<file path="config.mk">
export PLATFORM = sky130hd
export DESIGN_NAME = turn_signal_scheduler
export DESIGN_NICKNAME = d
export VERILOG_FILES = /design/src/rtl/turn_signal_scheduler.sv
export SDC_FILE = /design/constraint.sdc
export NUM_CORES = 1
export LEC_CHECK = 0
export BUFFER_PORTS_ARGS = -buffer_cell sky130_fd_sc_hd__buf_2
export CORE_ASPECT_RATIO = 1.2
export CORE_UTILIZATION = 40
export CTS_CLUSTER_DIAMETER = 50
export DETAILED_ROUTE_END_ITERATION = 10
export PLACE_DENSITY = 0.54
export RECOVER_POWER = 50
export SYNTH_ARGS = -nofsm -noshare
export SYNTH_HDL_FRONTEND = slang
export SYNTH_SLANG_ARGS = --single-unit
</file>
<file path="constraint.sdc">
create_clock -name CLOCK -period 2.7 [get_ports CLOCK]
set_input_delay 0.27 -clock CLOCK [delete_from_list [all_inputs] [get_ports CLOCK]]
set_output_delay 0.27 -clock CLOCK [all_outputs]
set_load 0.005 [all_outputs]
</file>
<file path="src/rtl/turn_signal_scheduler.sv">
// Turn-signal lamp sequencer: shares the left/right 3-lamp banks between LEFT,
// RIGHT and HAZARD requests, times each phase and counts completed sequences.
module turn_signal_scheduler #(
    parameter int STEP_DIV = 4
) (
    input  logic       CLOCK,
    input  logic       RESET,
    input  logic       LEFT,
    input  logic       RIGHT,
    input  logic       HAZARD,
    output logic [2:0] L_SIGNAL,
    output logic [2:0] R_SIGNAL,
    output logic       ERROR,
    output logic [7:0] CYCLES
);

    localparam logic [3:0] S_IDLE    = 4'd0;
    localparam logic [3:0] S_L1      = 4'd1;
    localparam logic [3:0] S_L2      = 4'd2;
    localparam logic [3:0] S_L3      = 4'd3;
    localparam logic [3:0] S_R1      = 4'd4;
    localparam logic [3:0] S_R2      = 4'd5;
    localparam logic [3:0] S_R3      = 4'd6;
    localparam logic [3:0] S_HAZ_ON  = 4'd7;
    localparam logic [3:0] S_HAZ_OFF = 4'd8;
    localparam logic [3:0] S_ERR     = 4'd9;

    localparam logic [23:0] TMR_LAST = 24'(STEP_DIV - 1);

    logic [3:0]  state_reg, state_next;
    logic [23:0] tmr_reg;
    logic [7:0]  cycles_reg;
    logic [3:0]  decision;
    logic        phase_end;
    logic        count_en;
    logic        timed;
    logic        left_only;
    logic        right_only;
    logic [1:0]  l_level;
    logic [1:0]  r_level;

    assign phase_end  = (tmr_reg == TMR_LAST);
    assign timed      = (state_reg != S_IDLE) && (state_reg != S_ERR);
    assign left_only  = LEFT && !RIGHT && !HAZARD;
    assign right_only = RIGHT && !LEFT && !HAZARD;

    always_comb begin
        if (HAZARD)
            decision = S_HAZ_ON;
        else if (LEFT && RIGHT)
            decision = S_ERR;
        else if (LEFT)
            decision = S_L1;
        else if (RIGHT)
            decision = S_R1;
        else
            decision = S_IDLE;
    end

    // Timed states only look at inputs on their last cycle.
    always_comb begin
        state_next = state_reg;
        count_en   = 1'b0;
        case (state_reg)
            S_IDLE:    state_next = decision;
            S_L1:      if (phase_end) state_next = left_only  ? S_L2 : decision;
            S_L2:      if (phase_end) state_next = left_only  ? S_L3 : decision;
            S_R1:      if (phase_end) state_next = right_only ? S_R2 : decision;
            S_R2:      if (phase_end) state_next = right_only ? S_R3 : decision;
            S_L3, S_R3: begin
                if (phase_end) begin
                    state_next = S_IDLE;
                    count_en   = 1'b1;
                end
            end
            S_HAZ_ON:  if (phase_end) state_next = S_HAZ_OFF;
            S_HAZ_OFF: if (phase_end) state_next = HAZARD ? S_HAZ_ON : S_IDLE;
            S_ERR: begin
                if (HAZARD)
                    state_next = S_HAZ_ON;
                else if (!LEFT || !RIGHT)
                    state_next = S_IDLE;
            end
            default:   state_next = S_IDLE;
        endcase
    end

    always_ff @(posedge CLOCK) begin
        if (RESET) begin
            state_reg  <= S_IDLE;
            tmr_reg    <= 24'd0;
            cycles_reg <= 8'd0;
        end else begin
            state_reg <= state_next;
            if (state_next != state_reg)
                tmr_reg <= 24'd0;
            else if (timed)
                tmr_reg <= tmr_reg + 24'd1;
            if (count_en && (cycles_reg != 8'hFF))
                cycles_reg <= cycles_reg + 8'd1;
        end
    end

    // Each bank is a thermometer of lit lamps, filled from the inner lamp.
    always_comb begin
        l_level = 2'd0;
        r_level = 2'd0;
        case (state_reg)
            S_L1:     l_level = 2'd1;
            S_L2:     l_level = 2'd2;
            S_L3:     l_level = 2'd3;
            S_R1:     r_level = 2'd1;
            S_R2:     r_level = 2'd2;
            S_R3:     r_level = 2'd3;
            S_HAZ_ON: begin
                l_level = 2'd3;
                r_level = 2'd3;
            end
            default: begin
                l_level = 2'd0;
                r_level = 2'd0;
            end
        endcase
    end

    generate
        for (genvar gi = 0; gi < 3; gi++) begin : g_lamp
            assign L_SIGNAL[gi]     = (l_level > 2'(gi));
            assign R_SIGNAL[2 - gi] = (r_level > 2'(gi));
        end
    endgenerate

    assign ERROR  = (state_reg != S_ERR);
    assign CYCLES = cycles_reg;

endmodule

</file>
==> impl_summary.md, run 1 <==
Clocking
The number of gates resized after CTS was 0. The post-CTS setup buffer count is 0. For this design, the sink count on the clock tree is 36. TritonCTS built the clock tree.

The latest clock arrival within the worst-skew pair is 280 ps. The number of CTS-inserted buffers is 5. The H-tree was split into 2 levels. After clock tree synthesis, the clock-pin slew on the worst setup and hold paths is 70 ps. The cell chosen for the clock root is clkbuf_8. The buffer depth of the longest clock path is 2. After clock tree synthesis, the flow added hold-fix buffers numbering 0.

Worst hold path
The worst min-delay path class is primary input to flop.

Final layout
The number of nets in the layout is 307. The fraction of final layout cells with drive strength greater than 1 is 0.1462. The repair_antennas step left the layout with diodes totalling 0. For this run, the share of the core covered by cells in the final layout is 0.4682. The register with the most flip-flops in the layout has 24 of them. After routing the design area is 2497 µm². The number of fillers in the final layout is 558.

The number of standard cells in the final layout excluding fillers is 363. Relative to the synthesized area, the layout overhead comes to 11.45%.

Die
The starting density of the core is 0.4201. The area of the core region is 5334 µm². The die covers 5907 µm². 20 I/O pins were placed.

The die height is 83.99 µm. From left edge to right edge, the die measures 70.33 µm. The site row count is 29.

Setup path
For the worst setup path, the data arrival time is 2620 ps. The largest fanout on the critical path is 20. Traced cell by cell, the critical path runs through clkbuf_1, nand2b_1, nor2_1, a221o_1, or3_4, a21oi_1. The setup path with the least slack is of type flop to flop.

STA classifies the critical path endpoint as a flop. The peak per-stage delay on the critical path is 610 ps. The library cell contributing the largest single delay on the critical path is clkbuf_1. The startpoint kind of the worst setup timing path is a flop.

The setup slack of the worst register-to-register path is 280 ps. Data on the critical path is required at its endpoint by 2900 ps.

Placement
The final estimated routing congestion in global placement is 0.8462. In this run the tool buffered the top-level ports with 19 buffer cells. After legalization and detailed placement, the total HPWL measured 3939 µm. The number of placed instances, taps included, is 355.

Summing all placed instances gives a cell area of 2412 µm².

Logic synthesis
By area the synthesized netlist is led by dfxtp_1 32%, xor2_1 7.8%, nor2_1 7.0%. In this run the cell area of the synthesized design comes to 2241 µm². After synthesis, the mean cell area works out to 8.003 µm².

The most area-hungry cell type in the Yosys netlist is dfxtp_1. The number of instances in the synthesized netlist is 280. The count of distinct cell types in the synthesized netlist is 62. The number of synthesized register bits is 36. The post-synthesis net count is 287. The share of synthesized area in the top cell type comes to 0.3216. The number of enable flip-flop cells after synthesis is 0. The most common cell in the synthesized netlist is nor2_1. Counting flops with an async set or reset pin after synthesis yields a share of 0. The portion of the post-synthesis area used by sequential elements is 0.3216. The total number of yosys warnings is 0.

In the synthesized netlist the dominant register cell turns out to be dfxtp_1. The commonest cells after synthesis are 42 x nor2_1, 36 x dfxtp_1, 25 x nand2_1.

Global route
The initial antenna violation count is 0. The largest net degree at the start of global routing is 22. In the global route stage, overall resource usage came out at 0.1873. The first-pass GRT wire length is 8825 µm. The via count of the first global-routing pass is 1,942. The total overflow left after global routing is 0.

Route
The residual antenna-violating net count after detailed routing is 0. After the first detailed-routing iteration, the DRC count stood at 106. After detailed routing, the average wire length per cell comes to 14.72 µm. For this run, the detailed router's first-pass iteration total came to 4. The total number of vias is 2,039.

The total detailed-routing wirelength is 5342 µm. The post-route DRC violation count is 0. The vias per cell is 5.617.

STA
Measured against its own limit, the worst slew margin works out to 0.4754. Setup repair after global routing left no endpoint under its margin. For this run, the top clock speed supported by timing is 0.4136 GHz.

Subtracting the final worst setup slack from the clock period gives 2418 ps. The number of pins with negative max-slew slack in the final report is 0. In the finished design, the share of the clock period the worst path needs comes to 0.8955.

The clock arrives with 6.872 ps of skew. For the final routed database, the setup TNS stands at 0 ps. The setup-violating endpoint count in the final report is 0. The hold violation count in the final report was 0. The actual slew at the worst max-slew pin is 786.9 ps.

Power
The worst-case IR drop observed on VDD is 0.3633 mV. For this design the ratio of total power to cell area is 693.6 nW/µm². The standby leakage power is 0.8857 nW.

Status
The run finished with clean final reports.

Run
Max-cap violations in this run came to 0.
==> metrics by stage <==
| stage | worst slack [ps] | hold slack, ps | total power [W] |
|---|---|---|---|
| floorplan | 694.6 | 339.1 | 0.001074 |
| CTS | 196.2 | 318.7 | 0.001757 |
| finish | 282.2 | 326.6 | 0.001732 |
| detailed placement | 236.5 | 497.6 | 0.001280 |
| global route | 83.04 | 331.1 | 0.001843 |
| global placement | 176.0 | 481.4 | 0.001289 |
==> final timing paths <==
path | from | to | cells after the start
setup / recovery | state_reg[3] | tmr_reg[2] | 6
setup reg to reg | state_reg[3] | tmr_reg[2] | 6
hold / removal | RESET | state_reg[1] | 2
hold reg to reg | tmr_reg[9] | tmr_reg[9] | 2
==> routing by layer <==
layer	track usage	vias to the layer above	part of all wire
met5	0	-	0
met4	0.08909	0	0.022
met3	0.03623	9	0.031
met2	0.3082	42	0.47
met1	0.2315	947	0.47
li1	-	1041	-
==> cell usage in the layout, fill, tap and decap left out, types with 4 or more instances in the layout <==
master / count
nor2_1: 43
nand2_1: 25
nor2b_1: 5
o21ai_0: 5
clkbuf_8: 5
xnor2_1: 11
nand3_1: 16
inv_1: 8
dfxtp_1: 36
buf_2: 13
buf_4: 7
xor2_1: 20
nor4_1: 4
clkbuf_1: 7
nor3_1: 6
nand4_1: 11
a21oi_1: 16
==> critical path: cells and delay by family, from the launching register on <==
kind / cells / cell delay, ps
simple gates: 3 / 780
compound gates: 2 / 570
flops: 1 / 370
buf+inv: 1 / 610
==> where the power goes <==
group          switching [W]  internal [W]
Clock               0.000193      0.000274
Sequential         0.0000571      0.000557
Combinational       0.000384      0.000267
Total               0.000634       0.00110
==> cell families after synthesis <==
family / synth area share
fa+ha+maj: 0.01117
flops: 0.3216
buf+inv: 0.04243
compound gates: 0.1558
xor+xnor: 0.1212
mux: 0.009492
simple gates: 0.3384
==> area by class of cell <==
cell class / count / area, µm² / area share
clock buffers: 6 / 72.57 / 0.02906
clock inverters: 2 / 35.03 / 0.01403
inverters: 9 / 33.78 / 0.01353
multi-input cells: 221 / 1413 / 0.5656
flip-flops and latches: 36 / 720.7 / 0.2886
well taps: 62 / 77.57 / 0.03106
repair buffers: 27 / 145.1 / 0.05812
No activity file was read; power rests on OpenSTA's default activity.
==> inputs of run 2 (changes only) <==
--- a/config.mk
+++ b/config.mk
@@ -7,6 +7,7 @@
 export LEC_CHECK = 0
 export BUFFER_PORTS_ARGS = -buffer_cell sky130_fd_sc_hd__buf_2
 export CORE_ASPECT_RATIO = 1.2
+export CORE_MARGIN = 2
 export CORE_UTILIZATION = 40
 export CTS_CLUSTER_DIAMETER = 50
 export DETAILED_ROUTE_END_ITERATION = 10
==> impl_summary.md, run 2 (synthesized netlist as in run 1, its figures left out) <==
Global route
The global-route track usage on met1 is 0.2543. The first global-routing pass estimated 9459 µm of wire. The met3 track demand over resource in global routing is 0.03525. The initial antenna violation count is 0.

The global routing met2 resource utilization is 0.3153. Global routing finished with a remaining overflow of 0. The via count of the first global-routing pass was 1,956.

The total track usage is 0.1915. Entering global routing, the biggest net connects 22 pins. The most used routing layer is met2.

Final layout
The finished layout holds 362 standard cells, fillers aside. The fraction of final layout cells with drive strength greater than 1 is 0.1433. The number of antenna cells inserted is 0. The top cell types in the final layout, fill and taps aside, are 43 x nor2_1, 36 x dfxtp_1, 25 x nand2_1. The number of nets in the layout is 306.

The area added between synthesis and finish is 10.39%. The commonest non-fill, non-tap cell in the layout is nor2_1. The register with the most flip-flops in the layout has 24 of them.

Die
The area of the core region is 5334 µm². During I/O placement, the number of pins put on the boundary was 20. The die footprint is 6219 µm². The starting density of the core is 0.4201. The floorplan has 29 rows. The die height is 85.99 µm.

From left edge to right edge, the die measures 72.33 µm.

Status
The flow ran to the end, and the final reports show no timing, DRC or antenna violations.

Power
The power per unit of standard cell area is 675.0 nW/µm². The standby leakage power is 0.8721 nW. Summing internal, switching and leakage power gives 0.001670 W.

The worst-case IR drop observed on VDD is 0.3477 mV.

Setup path
The peak per-stage delay on the critical path is 680 ps. The largest fanout on the critical path is 8. Among all stages on the critical path, the largest delay is contributed by a2111oi_0. The signal on the critical path passes through ha_1, nor4b_4, nand4_2, a2111oi_0, a221o_1, o21ai_1, a21oi_1. For the worst flop-to-flop path, the logic depth is 7. The setup slack of the worst register-to-register path is 220 ps. The reg-to-reg critical path endpoint is tmr_reg[2]. The data required time of the worst path is 2920 ps. The worst register-to-register path begins at tmr_reg[0].

The worst setup path is of the flop to flop kind. The kind of capture point of the worst setup path is a flop. The startpoint kind of the worst setup timing path is a flop. The signal arrival time at the worst endpoint is 2710 ps.

STA
The number of pins with negative max-slew slack in the final report is 0. The worst path in the final design needs a cycle of 2483 ps, including I/O delays and setup. In the finished design, the share of the clock period the worst path needs comes to 0.9198. Based on the critical path, the design can be clocked at up to 0.4027 GHz.

Setup total negative slack on the finished layout was measured at 0 ps. The setup-violating endpoint count in the final report is 0. The hold violation count in the final report is 0. At the pin with the least slew margin, the transition time is 665.0 ps.

Setup repair after global routing left no endpoint under its margin. Final hold analysis gives a worst-case slack of 320.6 ps. The setup clock skew after layout is 14.12 ps. The worst slew margin relative to its limit is 0.5452.

Route
In the routed layout, each cell is associated on average with a via count of 5.635. The detailed-route wire length per cell is 15.07 µm. In the routed design, unresolved DRC markers number 0.

The first TritonRoute pass finished after 4 iterations. The residual antenna-violating net count after detailed routing is 0. The total number of vias is 2,040.

Wires add up to 5456 µm. The first routing iteration left 102 violations.

Placement
Summed over all nets, the half-perimeter wirelength after detailed placement is 4030 µm. The count of buffers added on input and output ports is 19. At the end of routability-driven placement, the weighted congestion stood at 0.8564.

The count of placed standard cells including taps is 354.

Clocking
The number of resized instances in the post-cts repair step is 0. In this run the post-CTS setup repair buffer count came out at 0. The buffer depth of the longest clock path is 2. After clock tree synthesis, the clock-pin slew on the worst setup and hold paths is 80 ps. The clock reaches the later pin of the worst-skew pair after 290 ps.

The clock tree from TritonCTS is yes. Clock tree synthesis inserted a total of 5 buffers. The clock sink total is 36.

CTS built an H-tree with a depth of 2. The cell chosen for the clock root is clkbuf_8. The number of buffers added to fix hold violations after cts is 0.

Worst hold path
In this run the worst hold path is classified as primary input to flop. The end point of the most critical hold path is state_reg[1]. The worst hold path begins at RESET.

Counting instances, the worst hold path has a depth of 2.

Run
The max-capacitance violation count is 0.
-- run 2: changes by cell type in the layout (fill, tap and decap cells not counted), sizes merged --
cell	before	now
clkbuf	13	15
inv	9	10
bufinv	1	0
buf	20	17
-- run 2: critical path: cells and delay by family, from the launching register on --
kind	cells	cell delay, ps
AOI/OAI and AO/OA	4	1230
and+or+nand+nor	2	580
adders and majority gates	1	230
DFF	1	370
-- run 2: layout make-up --
class / instances / area (µm²)
repair buffers: 26 / 133.9
flip-flops and latches: 36 / 720.7
clock buffers: 6 / 82.58
clock inverters: 2 / 13.76
well taps: 62 / 77.57
fillers: 561 / 2860
multi-input cells: 221 / 1411
inverters: 9 / 33.78
-- run 2: worst max path at each step --
stage | start | to | slack [ps]
after floorplan | tmr_reg[0] | tmr_reg[0] | 690
after global placement | tmr_reg[0] | tmr_reg[2] | 200
after detailed placement | tmr_reg[0] | tmr_reg[0] | 230
after CTS | tmr_reg[0] | tmr_reg[0] | 200
after global routing | tmr_reg[0] | tmr_reg[2] | 30
final | tmr_reg[0] | tmr_reg[2] | 220
-- run 2: through the flow --
step	instance area, µm²	util	worst slack, ps
global placement	2405	0.4509	201.8
detailed placement	2405	0.4509	225.9
floorplan	2241	-	694.6
global route	2474	0.4638	28.03
CTS	2501	0.4689	203.2
finish	2474	0.4638	216.6
-- run 2: where the power goes --
group,internal (W),total (W),switching (W)
registers,0.000557,0.000616,0.0000588
clock network,0.000209,0.000413,0.000204
logic,0.000253,0.000641,0.000389
-- run 2: per-layer routing --
| layer | up-vias | routed length, µm | part of all wire |
|---|---|---|---|
| met2 | 46 | 2759 | 0.51 |
| met3 | 4 | 240 | 0.044 |
| met5 | - | 0 | 0 |
| met1 | 953 | 2410 | 0.44 |
| li1 | 1037 | - | - |
| met4 | 0 | 46 | 0.0084 |
==> inputs of run 3 (changes only) <==
--- a/config.mk
+++ b/config.mk
@@ -11,8 +11,8 @@
 export CORE_UTILIZATION = 40
 export CTS_CLUSTER_DIAMETER = 50
 export DETAILED_ROUTE_END_ITERATION = 10
-export PLACE_DENSITY = 0.54
 export RECOVER_POWER = 50
+export SLEW_MARGIN = 20
 export SYNTH_ARGS = -nofsm -noshare
 export SYNTH_HDL_FRONTEND = slang
 export SYNTH_SLANG_ARGS = --single-unit
==> constraint.sdc (replaced) <==
create_clock -name CLOCK -period 2.4 [get_ports CLOCK]
set_input_delay 0.24 -clock CLOCK [delete_from_list [all_inputs] [get_ports CLOCK]]
set_output_delay 0.24 -clock CLOCK [all_outputs]
set_load 0.005 [all_outputs]
==> impl_summary.md, run 3 (synthesized netlist as in run 1, its figures left out) <==
Power
The switching power share of the total is 0.3640. Of the total power, combinational logic draws 0.388. The maximum ir drop on the vdd rail is 0.4073 mV. The analysis attributes to net switching a power of 0.0007215 W. The design internal power is 0.001260 W.

The power per unit of standard cell area is 775.4 nW/µm². Of the total power, the clock network draws 0.269. In this run the static leakage power is 0.9192 nW. The share of total power dissipated in sequential elements is 0.343.

Setup path
The worst setup path is launched from a flop. In this run the worst path has a maximum fanout of 8. The reg-to-reg critical path endpoint is tmr_reg[2]. The startpoint identified for the worst register-to-register timing path is tmr_reg[0]. At the worst endpoint, the required time is 2610 ps. The cell count along the critical path is 7. The top cell family by delay on the critical path is simple AND/OR/NAND/NOR gates. The setup path with the least slack is of type flop to flop. Together, buffers and inverters on the worst path number 0. The setup slack of the worst register-to-register path is 150 ps.

The signal arrival time at the worst endpoint is 2470 ps. The number of cells on the worst reg-to-reg path is 7. The largest individual stage delay along the critical path comes from the cell dfxtp_1. The kind of capture point of the worst setup path is a flop. On the worst path, the slowest cell contributes a delay of 370 ps. Walking the worst path, the cells encountered are ha_1, nor4b_4, nand4_2, o31ai_1, a221oi_1, or3_4, a21oi_1.

Die
The die height is 85.99 µm. The die covers 6219 µm². In this run the standard cell core region covers 5334 µm².

In this run the count of I/O pins placed on the die edge is 20. The die outline width is 72.33 µm. The site row count is 29.

The initial utilization of the core area, before any placement, comes to 0.4201.

Final layout
The library cells used most frequently in the layout, excluding fill and tap cells, are 43 x nor2_1, 36 x dfxtp_1, 25 x nand2_1. In the final layout, the share of cells above drive strength 1 is 0.1699. The number of standard cells in the final layout excluding fillers is 368. The area added between synthesis and finish is 14.07%.

The number of antenna cells inserted is 0. The number of nets in the layout is 312. In the final layout, flip-flops and latches occupy 720.7 µm². The register with the most flip-flops in the layout has 24 of them. The commonest non-fill, non-tap cell in the layout is nor2_1. The footprint of the multi-input gates is 1423 µm².

The number of fillers in the final layout is 527.

Clocking
The latest clock arrival within the worst-skew pair is 290 ps. The post-CTS setup buffer count is 0. CTS built an H-tree with a depth of 2.

The number of gates resized after CTS was 0. The clock transition at the register clock pins on the worst setup and hold paths after CTS is 80 ps. The number of buffers added to fix hold violations after cts is 0. The buffer depth of the longest clock path is 2. The clock tree from TritonCTS is yes. The cell chosen for the clock root is clkbuf_8. Buffers inserted during clock tree synthesis total 5. The clock drives 36 sinks.

Route
Dividing the detail-routed wire length by the instance count gives 14.52 µm. The detailed router finished its first iteration with 112 violations. The post-route DRC violation count is 0. Once detail routing completed, the nets flagged for antenna violations numbered 0. The vias per cell is 5.617. The number of search-and-repair iterations in the first detailed-routing pass is 6. Summed over all layers, the routed wires come to 5345 µm.

The total number of vias is 2,067.

Placement
The detailed placement HPWL is 4020 µm. At the end of routability-driven placement, the weighted congestion stood at 0.8679. Port buffering added 19 buffers.

Once placement completed, the tool counted placed cells totaling 360.

Worst hold path
The startpoint of the worst hold path is RESET. The worst hold path was traced through 2 stages. The end point of the most critical hold path is CYCLES[1]. The worst min-delay path class is primary input to flop.

Global route
The sum of overflow across all layers after global routing is 0. The first global-routing pass estimated 9266 µm of wire. The via count of the first global-routing pass is 1,991.

The initial antenna violation count was 0. Entering global routing, the biggest net connects 22 pins. The total track usage is 0.1856.

STA
The share of the clock period used by the worst path after layout is 0.9394. The worst slew margin relative to its limit is 0.6503. Setup violations remaining at the end of the flow were counted as 0. At the pin with the least slew margin, the transition time is 519.7 ps. Clock skew on the completed layout was measured at 5.605 ps. The number of pins with negative max-slew slack in the final report is 0.

Counting I/O delays and the setup requirement, the final critical path takes 2254 ps. The highest attainable clock frequency is 0.4436 GHz. Setup repair after global routing left no endpoint under its margin. The setup TNS after final layout is 0 ps.

The hold violation count in the final report is 0.

Run
Max-cap violations in this run came to 0.

Status
The flow ran to the end, and the final reports show no timing, DRC or antenna violations.
-- run 3: layout make-up --
cell class                 instances  area share
inverter                           9     0.01322
tap                               62     0.03035
sequential                        36      0.2819
clock inverter                     2     0.01371
timing repair buffer              32     0.07587
clock buffer                       6     0.02839
multi-input combinational        221      0.5565
-- run 3: worst max path at each step --
stage / endpoint / start
after floorplan: tmr_reg[0] / tmr_reg[0]
after global placement: tmr_reg[1] / tmr_reg[0]
after detailed placement: tmr_reg[2] / tmr_reg[0]
after CTS: tmr_reg[2] / tmr_reg[0]
after global routing: tmr_reg[19] / state_reg[1]
final: tmr_reg[2] / tmr_reg[0]
-- run 3: power groups by stage --
stage	clock network (W)	logic (W)	registers, W
2_1_floorplan	0	0.000556	0.000652
3_3_place_gp	0	0.000784	0.000693
3_5_place_dp	0	0.000778	0.000694
4_1_cts	0.000536	0.000782	0.000681
5_1_grt	0.000569	0.000849	0.000685
6_report	0.000532	0.000770	0.000680
-- run 3: metrics by stage --
stage	worst slack [ps]	hold WS (ps)	instance area [µm²]	util	total power, W
floorplan	394.6	309.1	2241	-	0.001208
global placement	285.7	493.8	2462	0.4616	0.001476
detailed placement	152.8	488.2	2462	0.4616	0.001472
CTS	146.3	289.6	2570	0.4818	0.001999
global route	17.78	306.6	2556	0.4792	0.002103
finish	145.5	290.3	2556	0.4792	0.001982
-- run 3: routing by layer --
layer / wire length, µm / GRT usage / share of wire
met1: 2482 / 0.2362 / 0.46
met2: 2564 / 0.3078 / 0.48
met3: 191 / 0.03760 / 0.036
met4: 106 / 0.06690 / 0.020
met5: 0 / 0 / 0
